<file path="src/rtl/tdp18k_fifo_pkg.sv">
// Shared constants and types for the TDP_RAM18KX2 FIFO controller.
package tdp18k_fifo_pkg;

    localparam int FIFO_DEPTH   = 1024;
    localparam int PTR_W        = 10;
    localparam int CNT_W        = 11;
    localparam int ADDR_LSB_PAD = 4;
    localparam int ADDR_W       = PTR_W + ADDR_LSB_PAD;
    localparam int WORD_W       = 18;

    // One FIFO word as stored in the 18-bit RAM port: {parity, data}.
    typedef struct packed {
        logic [1:0]  parity;
        logic [15:0] data;
    } fifo_word_t;

    // RAM word address sits above the 4 byte/bit-select LSBs of the macro address.
    function automatic logic [ADDR_W-1:0] ram_addr(input logic [PTR_W-1:0] ptr);
        return {ptr, {ADDR_LSB_PAD{1'b0}}};
    endfunction

endpackage

</file>
<file path="src/rtl/tdp18k_fifo_ctrl_if.sv">
// Push/pop stream and status bundle of the FIFO controller.
interface tdp18k_fifo_ctrl_if;
    import tdp18k_fifo_pkg::*;

    fifo_word_t       WR_DATA;
    logic             WR_VALID;
    logic             WR_READY;
    fifo_word_t       RD_DATA;
    logic             RD_VALID;
    logic             RD_READY;
    logic [CNT_W-1:0] COUNT;
    logic             ALMOST_FULL;
    logic             ALMOST_EMPTY;

    // Producer/consumer side.
    modport master (
        output WR_DATA, WR_VALID, RD_READY,
        input  WR_READY, RD_DATA, RD_VALID, COUNT, ALMOST_FULL, ALMOST_EMPTY
    );

    // FIFO controller side.
    modport slave (
        input  WR_DATA, WR_VALID, RD_READY,
        output WR_READY, RD_DATA, RD_VALID, COUNT, ALMOST_FULL, ALMOST_EMPTY
    );

endinterface

</file>
<file path="src/rtl/fifo_out_skid.sv">
// Two-entry output buffer hiding the RAM's registered read; head register drives the pop port.
module fifo_out_skid
    import tdp18k_fifo_pkg::*;
(
    input  logic       clk,
    input  logic       rst_n,
    input  logic       clr,
    input  logic       cap,
    input  fifo_word_t cap_data,
    input  logic       pop,
    output fifo_word_t head,
    output logic       head_vld,
    output logic [1:0] buf_cnt
);

    fifo_word_t tail;

    assign head_vld = (buf_cnt != 2'd0);

    // Occupancy/data update; the read issuer guarantees no capture into a full buffer without a pop.
    always_ff @(posedge clk or negedge rst_n) begin
        if (!rst_n) begin
            head    <= '0;
            tail    <= '0;
            buf_cnt <= 2'd0;
        end else if (clr) begin
            buf_cnt <= 2'd0;
        end else begin
            case (buf_cnt)
                2'd0: begin
                    if (cap) begin
                        head    <= cap_data;
                        buf_cnt <= 2'd1;
                    end
                end
                2'd1: begin
                    case ({cap, pop})
                        2'b11: head <= cap_data;
                        2'b10: begin
                            tail    <= cap_data;
                            buf_cnt <= 2'd2;
                        end
                        2'b01: buf_cnt <= 2'd0;
                        default: ;
                    endcase
                end
                default: begin
                    if (pop) begin
                        head <= tail;
                        if (cap) tail <= cap_data;
                        else     buf_cnt <= 2'd1;
                    end
                end
            endcase
        end
    end

endmodule

</file>
<file path="src/rtl/tdp18k_fifo_ctrl.sv">
// FWFT FIFO controller driving one 18Kb half of TDP_RAM18KX2 (port A write, port B read).
module tdp18k_fifo_ctrl
    import tdp18k_fifo_pkg::*;
#(
    parameter int unsigned AF_THRESH = 1020,
    parameter int unsigned AE_THRESH = 2
) (
    input  logic              CLK,
    input  logic              RST_N,
    input  logic              FLUSH,
    tdp18k_fifo_ctrl_if.slave bus,
    output logic              RAM_WEN_A,
    output logic [1:0]        RAM_BE_A,
    output logic [ADDR_W-1:0] RAM_ADDR_A,
    output logic [15:0]       RAM_WDATA_A,
    output logic [1:0]        RAM_WPARITY_A,
    output logic              RAM_REN_B,
    output logic [ADDR_W-1:0] RAM_ADDR_B,
    input  logic [15:0]       RAM_RDATA_B,
    input  logic [1:0]        RAM_RPARITY_B
);

    logic [PTR_W-1:0]  wptr, rptr;
    logic [CNT_W-1:0]  ram_cnt, ram_cnt_nxt, count, count_nxt;
    logic              inflight, wr_ready_q, af_q, ae_q;
    logic              push, pop, issue;
    logic [1:0]        buf_cnt, occ;
    logic [WORD_W-1:0] rd_word;
    fifo_word_t        head;
    logic              head_vld;

    // FLUSH masks the registered ready so nothing is accepted in the flush cycle itself.
    assign bus.WR_READY = wr_ready_q & ~FLUSH;
    assign push         = bus.WR_VALID & bus.WR_READY;
    assign pop          = head_vld & bus.RD_READY;

    // Buffer slots already committed (held + in flight) after this cycle's pop.
    assign occ   = buf_cnt + {1'b0, inflight} - {1'b0, pop};
    // ram_cnt is registered, so a word written this cycle is never read this cycle.
    assign issue = ~FLUSH & (ram_cnt != '0) & (occ < 2'd2);

    assign ram_cnt_nxt = FLUSH ? '0 : ram_cnt + CNT_W'(push) - CNT_W'(issue);
    assign count_nxt   = FLUSH ? '0 : count + CNT_W'(push) - CNT_W'(pop);

    assign RAM_WEN_A     = push;
    assign RAM_BE_A      = {2{push}};
    assign RAM_ADDR_A    = ram_addr(wptr);
    assign RAM_WDATA_A   = push ? bus.WR_DATA.data   : '0;
    assign RAM_WPARITY_A = push ? bus.WR_DATA.parity : '0;
    assign RAM_REN_B     = issue;
    assign RAM_ADDR_B    = ram_addr(rptr);
    assign rd_word       = {RAM_RPARITY_B, RAM_RDATA_B};

    assign bus.RD_DATA      = head;
    assign bus.RD_VALID     = head_vld;
    assign bus.COUNT        = count;
    assign bus.ALMOST_FULL  = af_q;
    assign bus.ALMOST_EMPTY = ae_q;

    // Pointers, occupancy, in-flight read tracking and registered status flags.
    always_ff @(posedge CLK or negedge RST_N) begin
        if (!RST_N) begin
            wptr       <= '0;
            rptr       <= '0;
            ram_cnt    <= '0;
            count      <= '0;
            inflight   <= 1'b0;
            wr_ready_q <= 1'b0;
            af_q       <= 1'b0;
            ae_q       <= 1'b1;
        end else begin
            if (FLUSH) begin
                wptr <= '0;
                rptr <= '0;
            end else begin
                if (push)  wptr <= wptr + 1'b1;
                if (issue) rptr <= rptr + 1'b1;
            end
            ram_cnt    <= ram_cnt_nxt;
            count      <= count_nxt;
            inflight   <= issue;
            wr_ready_q <= ~FLUSH & (ram_cnt_nxt < CNT_W'(FIFO_DEPTH));
            af_q       <= count_nxt >= CNT_W'(AF_THRESH);
            ae_q       <= count_nxt <= CNT_W'(AE_THRESH);
        end
    end

    // Read data lands one cycle after REN; FLUSH drops both the buffer and any in-flight word.
    fifo_out_skid u_skid (
        .clk      (CLK),
        .rst_n    (RST_N),
        .clr      (FLUSH),
        .cap      (inflight),
        .cap_data (rd_word),
        .pop      (pop),
        .head     (head),
        .head_vld (head_vld),
        .buf_cnt  (buf_cnt)
    );

endmodule
</file>
<file path="src/flat_wrapper.sv">
// flat-port wrapper written by rule: the top's interface ports become plain ports
module tdp18k_fifo_ctrl_flat import tdp18k_fifo_pkg::*;
#(
    parameter int unsigned AF_THRESH = 1020,
    parameter int unsigned AE_THRESH = 2
)
  (CLK, RST_N, FLUSH, RAM_WEN_A, RAM_BE_A, RAM_ADDR_A, RAM_WDATA_A, RAM_WPARITY_A, RAM_REN_B, RAM_ADDR_B, RAM_RDATA_B, RAM_RPARITY_B, bus_WR_DATA, bus_WR_VALID, bus_RD_READY, bus_WR_READY, bus_RD_DATA, bus_RD_VALID, bus_COUNT, bus_ALMOST_FULL, bus_ALMOST_EMPTY);
  tdp18k_fifo_ctrl_if bus_i ();
  input  logic CLK;
  input  logic RST_N;
  input  logic FLUSH;
  output logic RAM_WEN_A;
  output logic [1:0] RAM_BE_A;
  output logic [ADDR_W-1:0] RAM_ADDR_A;
  output logic [15:0] RAM_WDATA_A;
  output logic [1:0] RAM_WPARITY_A;
  output logic RAM_REN_B;
  output logic [ADDR_W-1:0] RAM_ADDR_B;
  input  logic [15:0] RAM_RDATA_B;
  input  logic [1:0] RAM_RPARITY_B;
  input wire logic [$bits(bus_i.WR_DATA)-1:0] bus_WR_DATA;
  input wire logic [$bits(bus_i.WR_VALID)-1:0] bus_WR_VALID;
  input wire logic [$bits(bus_i.RD_READY)-1:0] bus_RD_READY;
  output wire logic [$bits(bus_i.WR_READY)-1:0] bus_WR_READY;
  output wire logic [$bits(bus_i.RD_DATA)-1:0] bus_RD_DATA;
  output wire logic [$bits(bus_i.RD_VALID)-1:0] bus_RD_VALID;
  output wire logic [$bits(bus_i.COUNT)-1:0] bus_COUNT;
  output wire logic [$bits(bus_i.ALMOST_FULL)-1:0] bus_ALMOST_FULL;
  output wire logic [$bits(bus_i.ALMOST_EMPTY)-1:0] bus_ALMOST_EMPTY;
  assign bus_i.WR_DATA = bus_WR_DATA;
  assign bus_i.WR_VALID = bus_WR_VALID;
  assign bus_i.RD_READY = bus_RD_READY;
  assign bus_WR_READY = bus_i.WR_READY;
  assign bus_RD_DATA = bus_i.RD_DATA;
  assign bus_RD_VALID = bus_i.RD_VALID;
  assign bus_COUNT = bus_i.COUNT;
  assign bus_ALMOST_FULL = bus_i.ALMOST_FULL;
  assign bus_ALMOST_EMPTY = bus_i.ALMOST_EMPTY;
  tdp18k_fifo_ctrl #(.AF_THRESH(AF_THRESH), .AE_THRESH(AE_THRESH)) u_core (.CLK(CLK), .RST_N(RST_N), .FLUSH(FLUSH), .bus(bus_i), .RAM_WEN_A(RAM_WEN_A), .RAM_BE_A(RAM_BE_A), .RAM_ADDR_A(RAM_ADDR_A), .RAM_WDATA_A(RAM_WDATA_A), .RAM_WPARITY_A(RAM_WPARITY_A), .RAM_REN_B(RAM_REN_B), .RAM_ADDR_B(RAM_ADDR_B), .RAM_RDATA_B(RAM_RDATA_B), .RAM_RPARITY_B(RAM_RPARITY_B));
endmodule
</file>
<file path="config.mk">
export PLATFORM = sky130hd
export DESIGN_NAME = tdp18k_fifo_ctrl_flat
export DESIGN_NICKNAME = d
export VERILOG_FILES = /design/src/rtl/tdp18k_fifo_pkg.sv /design/src/rtl/tdp18k_fifo_ctrl_if.sv /design/src/rtl/fifo_out_skid.sv /design/src/rtl/tdp18k_fifo_ctrl.sv /design/src/flat_wrapper.sv
export SDC_FILE = /design/constraint.sdc
export NUM_CORES = 1
export LEC_CHECK = 0
export ABC_CLOCK_PERIOD_IN_PS = 5800
export CAP_MARGIN = 0
export CORE_MARGIN = 10
export CORE_UTILIZATION = 53
export CTS_CLUSTER_SIZE = 10
export DETAILED_ROUTE_END_ITERATION = 10
export MAX_ROUTING_LAYER = met4
export PLACE_DENSITY = 0.86
export SLEW_MARGIN = 20
export SYNTH_ARGS = -nofsm -noshare
export SYNTH_HDL_FRONTEND = slang
export SYNTH_SLANG_ARGS = --single-unit
</file>
<file path="constraint.sdc">
create_clock -name CLK -period 5.8 [get_ports CLK]
set_clock_uncertainty 0.05 [all_clocks]
set_input_delay 1.16 -clock CLK [delete_from_list [all_inputs] [get_ports CLK]]
set_output_delay 1.16 -clock CLK [all_outputs]
set_load 0.005 [all_outputs]
</file>
After elaboration in Yosys (flattened, before gate mapping)
Cells that the tools add are included.
{"block": "totals", "regBits": 84, "inputBits": 41, "elab_cells": 76, "out_inout_bits": 83}
{"block": "classes", "eq_ne": 10, "n_bitwise": 8, "n_mux": 21, "addsub": 8, "n_lt_le_gt_ge": 4, "reduce_logical": 12}
{"cell": "2-to-1 mux 18 bit", "n": 5}
{"cell": "case mux 18 bit (2 select lines)", "n": 2}
{"cell": "2-to-1 mux 10 bit", "n": 4}
{"cell": "adder 11 x 1 -> 11 bit", "n": 2}
{"cell": "2-to-1 mux 11 bit", "n": 2}
{"cell": "subtractor 11 x 1 -> 11 bit", "n": 2}
{"cell": "adder 10 x 1 -> 10 bit, second input constant", "n": 2}
{"cell": "2-to-1 mux 16 bit", "n": 1}
{"cell": ">= comparator 11 x 10 -> 1 bit, second input constant", "n": 1}
{"cell": "less-or-equal comparator 11 x 2 -> 1 bit, second input constant", "n": 1}
{"cell": "< comparator 11 bit, second input constant", "n": 1}
{"cell": "nonzero test 11 bit", "n": 1}
{"cell": "2-to-1 mux 2 bit", "n": 5}
{"cell": "nonzero test 2 bit", "n": 5}
{"cell": "case mux 2 bit (2 select lines)", "n": 2}
{"cell": "AND reduction 4 bit", "n": 2}
{"cell": "AND 1 bit", "n": 6}
{"cell": "!= test 2 x 1 -> 1 bit, second input constant", "n": 3}
{"cell": "AND reduction 5 bit", "n": 1}
{"cell": "equality test 2 x 1 -> 1 bit, second input constant", "n": 2}
{"cell": "equality test 2 bit, second input constant", "n": 2}
{"cell": "!= test 4 x 2 -> 1 bit, second input constant", "n": 1}
{"cell": "!= test 4 bit, second input constant", "n": 1}
{"cell": "nonzero test 4 bit", "n": 1}
{"cell": "7 further kinds", "n": 8}

Depth between registers and ports, before layout
{"block": "logic_depth", "word_depth": 9, "ltp_mapped": 17, "mapped_depth_nobuf": 16}

Hierarchy
Synthesis repeated with hierarchy kept, for this count alone.
{"block": "unflattened", "hier_cells": 482, "hier_area_um2": 4897.2}
{"module": "tdp18k_fifo_ctrl", "n_inst": 1, "seq_area_each_um2": 1152.4, "cells_each": 363, "area_each_um2": 3209.3}
{"module": "fifo_out_skid", "n_inst": 1, "seq_area_each_um2": 950.9, "cells_each": 119, "area_each_um2": 1687.9}

Least setup slack after synthesis
No wires, ideal clock.
{"block": "synth_timing", "path_kind": "input to register", "startpoint": "input FLUSH", "endpoint": "register u_core.wr_ready_q", "cell_stages": 15, "required_ns": 5.681, "slack_ns": 1.402, "n_path_buf": 2, "arrival_time_ns": 4.279, "setup_time_ns": 0.069, "cell_sequence": "clkbuf_1 clkinv_1 o311a_1 buf_1 ha_1 inv_1 ha_1 inv_1 fa_1 and2b_1 o21bai_4 a311oi_2 o21ai_2 or4_1 nand3_1"}
{"block": "synth_between", "elab_cells_between_ends": 10, "classes_between": "2 x add/sub; 1 x order compare; 1 x mux; 6 x bitwise"}
{"element": "start: declaration", "line_no": "flat_wrapper.sv:11", "source": "input logic FLUSH;"}
{"element": "inverter 1 bit (no line)"}
{"element": "AND 1 bit (2 in series)", "line_no": "tdp18k_fifo_ctrl.sv:40", "source": "assign issue = ~FLUSH & (ram_cnt != '0) & (occ < 2'd2);"}
{"element": "via RAM_REN_B", "line_no": "flat_wrapper.sv:17", "source": "output logic RAM_REN_B;"}
{"element": "subtractor 11 x 1 -> 11 bit", "line_no": "tdp18k_fifo_ctrl.sv:42", "source": "assign ram_cnt_nxt = FLUSH ? '0 : ram_cnt + CNT_W'(push) - CNT_W'(issue);"}
{"element": "2-to-1 mux 11 bit", "line_no": "tdp18k_fifo_ctrl.sv:42"}
{"element": "< comparator 11 bit", "line_no": "tdp18k_fifo_ctrl.sv:82", "source": "wr_ready_q <= ~FLUSH & (ram_cnt_nxt < CNT_W'(FIFO_DEPTH));"}
{"element": "AND 1 bit", "line_no": "tdp18k_fifo_ctrl.sv:82"}
{"element": "end signal: assignment", "line_no": "tdp18k_fifo_ctrl.sv:82"}
{"element": "end: declaration", "line_no": "tdp18k_fifo_ctrl.sv:25", "source": "logic inflight, wr_ready_q, af_q, ae_q;"}
The timed path passes the listed nets, and every way through them passes these cells.
A chain may end at the register's enable or synchronous reset.

Worst setup path in the final report
{"block": "layout_timing", "startpoint": "input FLUSH", "endpoint": "register u_core.wr_ready_q"}
{"block": "layout_between", "elab_chain_len": 8, "elab_cells_between_ends": 10, "classes_between": "2 x add/sub; 1 x order compare; 1 x mux; 6 x bitwise"}
{"element": "inverter 1 bit (no line)"}
{"element": "AND 1 bit", "line_no": "tdp18k_fifo_ctrl.sv:33", "source": "assign bus.WR_READY = wr_ready_q & ~FLUSH;"}
{"element": "AND 1 bit", "line_no": "tdp18k_fifo_ctrl.sv:34", "source": "assign push = bus.WR_VALID & bus.WR_READY;"}
{"element": "adder 11 x 1 -> 11 bit", "line_no": "tdp18k_fifo_ctrl.sv:42"}
{"element": "subtractor 11 x 1 -> 11 bit", "line_no": "tdp18k_fifo_ctrl.sv:42"}
{"element": "2-to-1 mux 11 bit", "line_no": "tdp18k_fifo_ctrl.sv:42"}
{"element": "< comparator 11 bit", "line_no": "tdp18k_fifo_ctrl.sv:82"}
{"element": "AND 1 bit *", "line_no": "tdp18k_fifo_ctrl.sv:82"}
Every way passes the cells marked *; elsewhere a longest branch is shown, timed or not.

==> results.py <==
metrics = {
    "flow_run": {
        "cap_viol_max_count": 0,
    },
    "synthesis": {
        "synth_top_area_share": 0.436,
        "synthTopCellsByArea": "dfrtp_1 44%, ha_1 7.1%, a21oi_1 4.5%, nor2_1 4.3%, mux2i_1 4.2%",
        "synth-edff-count": 0,
        "avgSynthCellArea_um2": 9.82,
        "syn-cell-area_mm2": 0.00476,
        "seq_area_frac_synth": 0.442,
        "postSynthCellCount": 485,
        "yosysTopAreaCell": "dfrtp_1",
        "synthFlopType": "dfrtp_1",
        "async_flop_share": 1.00,
        "yosys_register_bits": 84,
        "ys_warn_count": 0,
        "synth_cell_types": 61,
    },
    "hold_path": {
        "whs_path_depth": 1,
        "holdCritStartpoint": "u_core.u_skid.tail[9]",
        "hold_path.class": "flip-flop to flip-flop",
        "hold_path_end": "u_core.u_skid.tail[9]",
    },
    "drt": {
        "dr_total_vias": 3926,
        "drc": 0,
        "first_pass_iters": 4,
        "drt_iter0_drc": 297,
        "antenna_left": 0,
        "drt-total-wl_mm": 12.1,
        "avgRoutedWirePerCell_um": 17.0,
        "vias_per_cell": 5.52,
    },
    "cts": {
        "clk_path_buf_depth": 2,
        "path_clk_slew_ps": 90,
        "cts_hold_buf": 0,
        "root_buffer": "clkbuf_8",
        "cts.sinks": 84,
        "insertion_delay_ps": 360,
        "numCtsBuffers": 9,
        "cts_resized": 0,
        "tritoncts": "done",
        "htreeDepth": 3,
        "cts_setup_buffers": 0,
    },
    "timing": {
        "slew_headroom": 0.505,
        "hold_viol": 0,
        "max_freq_ghz": 0.211,
        "fin_crit_sh": 0.817,
        "drv_slew": 0,
        "rsz0062_at_grt": "no",
        "hold_ws_ps": 448,
        "setup-tns-final_ps": 0,
        "worst_pin_slew_ps": 743,
        "setup_viol": 0,
        "fin_crit_ps": 4740,
    },
    "grt": {
        "grt_pass1_vias": 3984,
        "antenna_found_initial": 0,
        "track_usage": 0.184,
        "grt_overflow": 0,
        "grt_max_degree": 85,
        "grt_pass1_wl_mm": 19.6,
    },
    "place": {
        "place.gp.congestion": 0.872,
        "port_buffers": 115,
        "place_hpwl_mm": 9.22,
    },
    "finish": {
        "final_common_cell": "clkdlybuf4s50_1",
        "nNetsFinal": 668,
        "fill_cells": 612,
        "final_cell_mix": "114 x clkdlybuf4s50_1, 83 x dfrtp_1, 54 x nor2_1, 43 x a21oi_1, 31 x inv_1",
        "diodes": 0,
        "layout-drive-gt1-share": 0.0779,
        "synthToLayoutAreaGrowth_pct": 30.3,
    },
    "floorplanning": {
        "die_x_um": 115,
        "die_height_um": 115,
        "fp-row-count": 34,
        "core_area_mm2": 0.00872,
        "die_area_mm2": 0.0132,
        "boundaryPins": 124,
        "initial_core_util": 0.546,
    },
    "worst_setup_path": {
        "crit_path_cell_trace": "clkdlybuf4s50_1 -> clkinv_1 -> o311a_1 -> buf_4 -> ha_1 -> inv_1 -> ha_1 -> inv_1 -> fa_1 -> and2b_1 -> o21bai_4 -> a311oi_2 -> o21ai_2 -> or4_1 -> nand3_1",
        "worstPathArrival_ps": 4970,
        "r2r_start": "u_core.ram_cnt[9]",
        "ff2ff_setup_slack_ps": 1780,
        "end_kind": "flip-flop",
        "crit_fanout": 16,
        "cp-start-kind": "primary input",
        "worstPathRequired_ps": 6030,
        "worstReg2RegEnd": "u_core.wr_ready_q",
        "slowest_delay_ps": 670,
        "worst_path_max_delay_cell": "clkdlybuf4s50_1",
        "cp_num_buf_inv": 5,
        "reg2reg_depth": 17,
        "path_class": "primary input to flip-flop",
        "cp_top_family": "buffers and inverters",
    },
    "power": {
        "power_density_mw_per_mm2": 453,
        "leakage_nw": 2.74,
        "vdd_ir_drop_max_mv": 0.221,
    },
    "outcome": {
        "outcome": "finished, final reports clean",
    },
}
[sequential cells by signal (all words and copies together), names as in the netlist]
name and cells:
u_core.bus.ALMOST_EMPTY 1, u_core.bus.COUNT 11, u_core.wr_ready_q 1, u_core.rptr 10, u_core.wptr 10, u_core.ram_cnt 11, u_core.inflight 1, u_core.u_skid.head 18
u_core.bus.ALMOST_FULL 1, u_core.u_skid.tail 18, u_core.u_skid.buf_cnt 2
[Yosys cell counts (12+ instances only)]
cell type,count
a21oi_1,43
nand2_1,24
and3_1,23
xor2_1,15
mux2_2,12
dfrtp_1,83
mux2i_1,20
inv_1,31
ha_1,27
nor2_1,54
[area by class of cell]
type / instances / area, µm² / area share
Inverter: 32 / 120 / 0.0194
Timing Repair Buffer: 122 / 1200 / 0.194
Multi-Input combinational cell: 349 / 2430 / 0.392
Sequential cell: 84 / 2100 / 0.339
Clock buffer: 12 / 155 / 0.0250
Tap cell: 108 / 135 / 0.0218
Clock inverter: 4 / 56.3 / 0.00907
[through the flow]
step	power (mW)	std cells	cell area, µm²	utilization	worst slack (ps)
after floorplan	1.87	492	4790	-	1400
after global placement	2.29	695	5990	0.687	927
after detailed placement	2.37	695	5990	0.687	781
after CTS	2.81	711	6200	0.711	1130
after global routing	3.02	711	6210	0.712	868
final	2.81	711	6210	0.712	1060
[routing by layer]
| layer | share of wire | GRT usage |
|---|---|---|
| met1 | 0.38 | 0.202 |
| met2 | 0.56 | 0.334 |
| met5 | 0 | - |
| met4 | 0.010 | 0.0429 |
| met3 | 0.045 | 0.0385 |
[worst max path at each step]
| stage | start | to | slack, ps | cells past startpoint |
|---|---|---|---|---|
| global placement | FLUSH | u_core.wr_ready_q | 930 | 15 |
| global route | FLUSH | u_core.wr_ready_q | 870 | 15 |
| finish | FLUSH | u_core.wr_ready_q | 1060 | 15 |
| CTS | FLUSH | u_core.wr_ready_q | 1130 | 15 |
| floorplan | FLUSH | u_core.wr_ready_q | 1400 | 15 |
| detailed placement | FLUSH | u_core.wr_ready_q | 780 | 15 |
[logic make-up (layout without fill, tap and decap cells)]
group,count (synthesis),after routing,share of synthesized area
flops,84,84,0.442
xor+xnor,23,23,0.0423
mux,42,42,0.0940
fa+ha+maj,29,29,0.0793
other cells,1,8,0.000787
buf+inv,59,170,0.0549
compound gates,88,88,0.119
simple gates,159,159,0.168
[report_power, final]
group	switching, mW	leakage, nW	internal, mW
sequential	0.130	1.05	0.779
combinational	0.738	1.58	0.723
clock	0.214	0.107	0.226
total	1.08	2.74	1.73
(Power assumes the default switching activity.)
